### src/rtl/pipeline_registers_capture_pkg.sv
// Shared types for the capture pipeline: snapshot FSM states and the fill counter width helper.
package pipeline_registers_capture_pkg;

   typedef enum logic {
      IDLE = 1'b0,
      HOLD = 1'b1
   } cap_state_e;

   function automatic int count_width(input int stages);
      return $clog2(stages + 1);
   endfunction

endpackage

### src/rtl/pipeline_capture_hold.sv
// Snapshot register with a valid/ready handshake and a one-cycle miss pulse for rejected requests.
// The can_accept input is how the top level selects full-only or partial capture.
module pipeline_capture_hold
   import pipeline_registers_capture_pkg::*;
#(
   parameter int TOTAL_WIDTH = 32
)
(
   input  logic                   clk,
   input  logic                   reset,
   input  logic                   capture,
   input  logic                   can_accept,
   input  logic                   capture_ready,
   input  logic [TOTAL_WIDTH-1:0] snap_in,
   output logic [TOTAL_WIDTH-1:0] capture_data,
   output logic                   capture_valid,
   output logic                   capture_miss
);

   cap_state_e             state_reg, state_next;
   logic [TOTAL_WIDTH-1:0] data_reg, data_next;
   logic                   miss_reg, miss_next;

   always_ff @(posedge clk or posedge reset) begin
      if (reset) begin
         state_reg <= IDLE;
         data_reg  <= '0;
         miss_reg  <= 1'b0;
      end else begin
         state_reg <= state_next;
         data_reg  <= data_next;
         miss_reg  <= miss_next;
      end
   end

   always_comb begin
      state_next = state_reg;
      data_next  = data_reg;
      miss_next  = 1'b0;
      case (state_reg)
         IDLE: begin
            if (capture) begin
               if (can_accept) begin
                  state_next = HOLD;
                  data_next  = snap_in;
               end else begin
                  miss_next = 1'b1;
               end
            end
         end
         HOLD: begin
            // A handshake frees the slot in the same cycle, so a new request can reload it.
            if (capture_ready) begin
               if (capture && can_accept) begin
                  data_next = snap_in;
               end else begin
                  state_next = IDLE;
                  miss_next  = capture;
               end
            end else begin
               miss_next = capture;
            end
         end
         default: state_next = IDLE;
      endcase
   end

   assign capture_data  = data_reg;
   assign capture_valid = (state_reg == HOLD);
   assign capture_miss  = miss_reg;

endmodule

### src/rtl/pipeline_registers_capture.sv
// Shift pipeline with a fill counter and a handshaked full-contents snapshot (stage 0 at LSBs).
// Define PIPELINE_REGISTERS_CAPTURE_PARTIAL_EN to allow snapshots before the pipeline is full.
module pipeline_registers_capture
   import pipeline_registers_capture_pkg::*;
#(
   parameter int  BIT_WIDTH        = 8,
   parameter int  NUMBER_OF_STAGES = 4,
   localparam int FILL_W           = count_width(NUMBER_OF_STAGES),
   localparam int TOTAL_W          = BIT_WIDTH * NUMBER_OF_STAGES
)
(
   input  logic               clk,
   input  logic               reset,
   input  logic               shift_en,
   input  logic [BIT_WIDTH-1:0] pipe_in,
   output logic [BIT_WIDTH-1:0] pipe_out,
   input  logic               capture,
   output logic [TOTAL_W-1:0] capture_data,
   output logic               capture_valid,
   input  logic               capture_ready,
   output logic               capture_miss,
   output logic               full,
   output logic [FILL_W-1:0]  fill_count
);

   logic [TOTAL_W-1:0] stages_reg;
   logic [TOTAL_W-1:0] shift_src;
   logic [FILL_W-1:0]  fill_reg;
   logic               can_accept;

   // Stages are kept in the snapshot layout so the capture path is a plain copy.
   assign shift_src[BIT_WIDTH-1:0] = pipe_in;

   genvar gi;
   generate
      for (gi = 1; gi < NUMBER_OF_STAGES; gi++) begin : g_link
         assign shift_src[gi*BIT_WIDTH +: BIT_WIDTH] = stages_reg[(gi-1)*BIT_WIDTH +: BIT_WIDTH];
      end
   endgenerate

   always_ff @(posedge clk or posedge reset) begin
      if (reset) begin
         stages_reg <= '0;
      end else if (shift_en) begin
         stages_reg <= shift_src;
      end
   end

   always_ff @(posedge clk or posedge reset) begin
      if (reset) begin
         fill_reg <= '0;
      end else if (shift_en && !full) begin
         fill_reg <= fill_reg + 1'b1;
      end
   end

   assign full       = (fill_reg == FILL_W'(NUMBER_OF_STAGES));
   assign fill_count = fill_reg;
   assign pipe_out   = stages_reg[(NUMBER_OF_STAGES-1)*BIT_WIDTH +: BIT_WIDTH];

`ifdef PIPELINE_REGISTERS_CAPTURE_PARTIAL_EN
   assign can_accept = 1'b1;
`else
   assign can_accept = full;
`endif

   pipeline_capture_hold #(
      .TOTAL_WIDTH (TOTAL_W)
   ) u_hold (
      .clk           (clk),
      .reset         (reset),
      .capture       (capture),
      .can_accept    (can_accept),
      .capture_ready (capture_ready),
      .snap_in       (stages_reg),
      .capture_data  (capture_data),
      .capture_valid (capture_valid),
      .capture_miss  (capture_miss)
   );

endmodule

### config.mk
export PLATFORM = sky130hd
export DESIGN_NAME = pipeline_registers_capture
export DESIGN_NICKNAME = d
export VERILOG_FILES = /design/src/rtl/pipeline_registers_capture_pkg.sv /design/src/rtl/pipeline_capture_hold.sv /design/src/rtl/pipeline_registers_capture.sv
export SDC_FILE = /design/constraint.sdc
export NUM_CORES = 1
export LEC_CHECK = 0
export CAP_MARGIN = 20
export CORE_MARGIN = 8
export CORE_UTILIZATION = 42
export DETAILED_ROUTE_END_ITERATION = 12
export PLACE_DENSITY_LB_ADDON = 0.05
export SLEW_MARGIN = 20
export SYNTH_ARGS = -nofsm -noshare
export SYNTH_HDL_FRONTEND = slang
export SYNTH_SLANG_ARGS = --single-unit
export TNS_END_PERCENT = 10
### constraint.sdc
create_clock -name clk -period 2 [get_ports clk]
set_input_delay 0.4 -clock clk [delete_from_list [all_inputs] [get_ports clk]]
set_output_delay 0.4 -clock clk [all_outputs]
set_load 0.005 [all_outputs]
==> flow_summary_export.csv <==
group,metric,value,unit
power,clkPwrFrac,20.7,%
sta,skew,0.00524,ns
route,first_pass_iters,4,
min_path,hold_path_end,"u_hold.capture_data[30]",
placement,dp_hpwl,3500,um
clock_tree,cts_buffers,9,
synth,synthFlopType,"dfrtp_1",
synth,yosys_warnings,0,
worst_setup_path,start_kind,"flop",
route,routed_wl,5140,um
die,row_count,30,
min_path,min_path_type,"flop to flop",
worst_setup_path,cp_slowest_cell,"dfrtp_1",
synth,synth_fa_ha_area_share,0.880,%
die,die_width,98.3,um
worst_setup_path,critPathMaxFanout,3,
power,p_per_area,1440,mW/mm^2
sta,hold_violations,0,
synth,syn-num-nets,181,
sta,setup_viol,0,
final_layout,seqCellArea,0.00173,mm^2
sta,rsz0062_at_grt,"no",
synth,synth_compound_area_share,0.660,%
grt,grt_pass1_vias,1671,
synth,synth_area_leaders,"dfrtp_1, mux2_4, mux2_2",
worst_setup_path,cp.arrival,1.33,ns
power,power.switching,1420,uW
synth,synthMuxAreaShare,29.7,%
sta,tightest_slew,0.364,ns
worst_setup_path,r2r-end,"u_hold.capture_data[30]",
final_layout,syn2layout_area_growth,30.6,%
synth,async_flop_share,100,%
route,dr_total_vias,1512,
synth,syn_area,0.00284,mm^2
synth,postSynthRegisterBits,69,
placement,gp_congestion,0.721,
sta,slew_violations,0,
final_layout,drive_gt1_share,40.2,%
final_layout,multi_input_area,963,um^2
worst_setup_path,r2r_start,"fill_count[1]",
power,p_leak,0.00162,uW
synth,synth-edff-count,0,
clock_tree,cts_tree,"done",
synth,synthCells,166,
power,irDropWorstVdd,749,uV
worst_setup_path,reg2reg_depth,7,
synth,yosysTopAreaCell,"dfrtp_1",
synth,synthXorXnorAreaFrac,0.308,%
placement,dpl_cell_area,0.00349,mm^2
worst_setup_path,cp_top_family,"flip-flops",
final_layout,diodes,0,
power,p_comb_share,38.2,%
worst_setup_path,crit_path_end_kind,"primary output",
sta,finalSetupTns,0,ns
clock_tree,clk_pin_slew,0.08,ns
min_path,hold_depth,1,
clock_tree,clock_path_buffers,2,
power,seqPwrFrac,41.1,%
route,drtIter0Drc,39,
clock_tree,cts_max_level,3,
sta,min_period,1.73,ns
synth,synth_top_cell_area_share,60.7,%
final_layout,fill_cells,557,
clock_tree,clk_latency,0.33,ns
sta,max_freq,578,MHz
worst_setup_path,max_stage_delay,0.39,ns
route,wire_per_inst,16.4,um
placement,io_buffer_count,58,
power,p_sw_share,26.4,%
final_layout,nNetsFinal,244,
route,antenna_left,0,
grt,gr-total-overflow,0,
flow_run,maxCapViolCount,0,
power,p_int,3940,uW
worst_setup_path,path_buf_inv,3,
route,viasPerCell,4.82,
final_layout,final_common_cell,"dfrtp_1",
die,ios,59,
final_layout,stdcell_area,0.00371,mm^2
die,fp.dieArea,0.00966,mm^2
worst_setup_path,cp_cell_sequence,"inv_1 > ha_2 > nand2_1 > inv_1 > dlygate4sd2_1",
die,coreArea,0.00668,mm^2
grt,track_usage,11.3,%
worst_setup_path,cpMostUsedCell,"inv_1",
grt,grt_max_degree,70,
synth,synth_top_family_by_area,"multiplexers",
clock_tree,clock-sinks,69,
synth,yosysSeqAreaShare,60.7,%
synth,synth.distinct_cells,19,
sta,slew_headroom,75.7,%
worst_setup_path,crit_type,"flop to primary output",
min_path,hold_start,"u_hold.capture_data[30]",
worst_setup_path,crit_required,1.60,ns
grt,grt_first_pass_wirelength,8630,um
synth,avgSynthCellArea,17.1,um^2
die,die_h,98.3,um
run_status,status,"complete, no violations",
route,drc_errors,0,
sta,finalCritPeriodShare,86.5,%
synth,synth_simple_gate_area_share,2.24,%
die,start_util,42.5,%
worst_setup_path,rrSetupSlack,0.33,ns
clock_tree,clock-root-buffer,"clkbuf_8",
grt,antenna_found_initial,0,
final_layout,final_cell_mix,"dfrtp_1, clkdlybuf4s50_1, mux2_2",
-- how the worst max path moves through the flow --
stage / startpoint / to / slack (ns) / cells past startpoint
final: fill_count[1] / full / 0.27 / 5
after global routing: fill_count[1] / full / 0.17 / 5
after CTS: fill_count[1] / full / 0.26 / 5
after detailed placement: capture / u_hold.capture_data[30] / 0.14 / 5
after global placement: capture / u_hold.capture_data[30] / 0.17 / 5
after floorplan: fill_count[0] / u_hold.capture_data[0] / 0.46 / 6
-- cell usage after synthesis, types with 2 or more instances --
master,instances
dfrtp_1,69
mux2_2,33
mux2_4,30
buf_4,8
buf_2,4
inv_1,4
buf_12,3
ha_1,2
mux2_1,2
nand2_1,2
-- power by group through the flow --
stage / Clock [uW] / Combinational, uW / Sequential [uW]
after global routing: 1220 / 2190 / 2270
after CTS: 1140 / 2090 / 2210
after detailed placement: 0 / 2030 / 2240
after global placement: 0 / 2000 / 2220
after floorplan: 0 / 1030 / 2200
final: 1110 / 2040 / 2200
-- metal layers --
metal / GRT usage [%] / part of all wire [%] / vias up / wire (um)
li1: - / - / 695 / -
met1: 13.6 / 45 / 777 / 2330
met2: 17.4 / 48 / 35 / 2450
met3: 4.98 / 5.9 / 5 / 303
met4: 3.90 / 1.1 / 0 / 57
met5: 0 / 0 / - / 0
-- cell type report --
cell class,instances,area share (%)
multi-input cells,78,26.0
repair buffers,67,19.0
flip-flops and latches,69,46.5
inverters,4,0.506
clock inverters,7,2.02
clock buffers,9,3.34
well taps,80,2.70
-- worst reg2reg max path, cell delays in order, from the launching register on --
cell and delay (ns):
dfrtp_1 0.39, inv_1 0.07, ha_2 0.17, buf_4 0.12, nand3_2 0.14, nor2_8 0.18
buf_12 0.17, mux2_1 0.33
-- through the flow --
step / hold WS [ns] / utilization (%) / total power, uW / std cells / setup slack [ns]
floorplan: 0.483 / - / 3230 / 166 / 0.458
global placement: 0.470 / 52.2 / 4220 / 295 / 0.173
detailed placement: 0.484 / 52.2 / 4260 / 295 / 0.144
CTS: 0.502 / 55.6 / 5450 / 314 / 0.263
global route: 0.504 / 55.6 / 5680 / 314 / 0.168
finish: 0.492 / 55.6 / 5350 / 314 / 0.269
-- logic make-up (layout without fill, tap and decap cells) --
group	Yosys count	count (layout)
XOR/XNOR	1	1
buffers and inverters	19	87
AO/OA/AOI/OAI	3	3
flip-flops	69	69
multiplexers	65	65
AND/OR/NAND/NOR	7	7
adder cells (fa/ha/maj)	2	2
-- what timing repair did --
action / 4_1_cts / 5_1_grt
setup buffers: 3 / 0
hold buffers: 0 / 0
resized for setup: 2 / 0
setup endpoints to repair: 1 / 0
No activity file was read; power rests on OpenSTA's default activity.
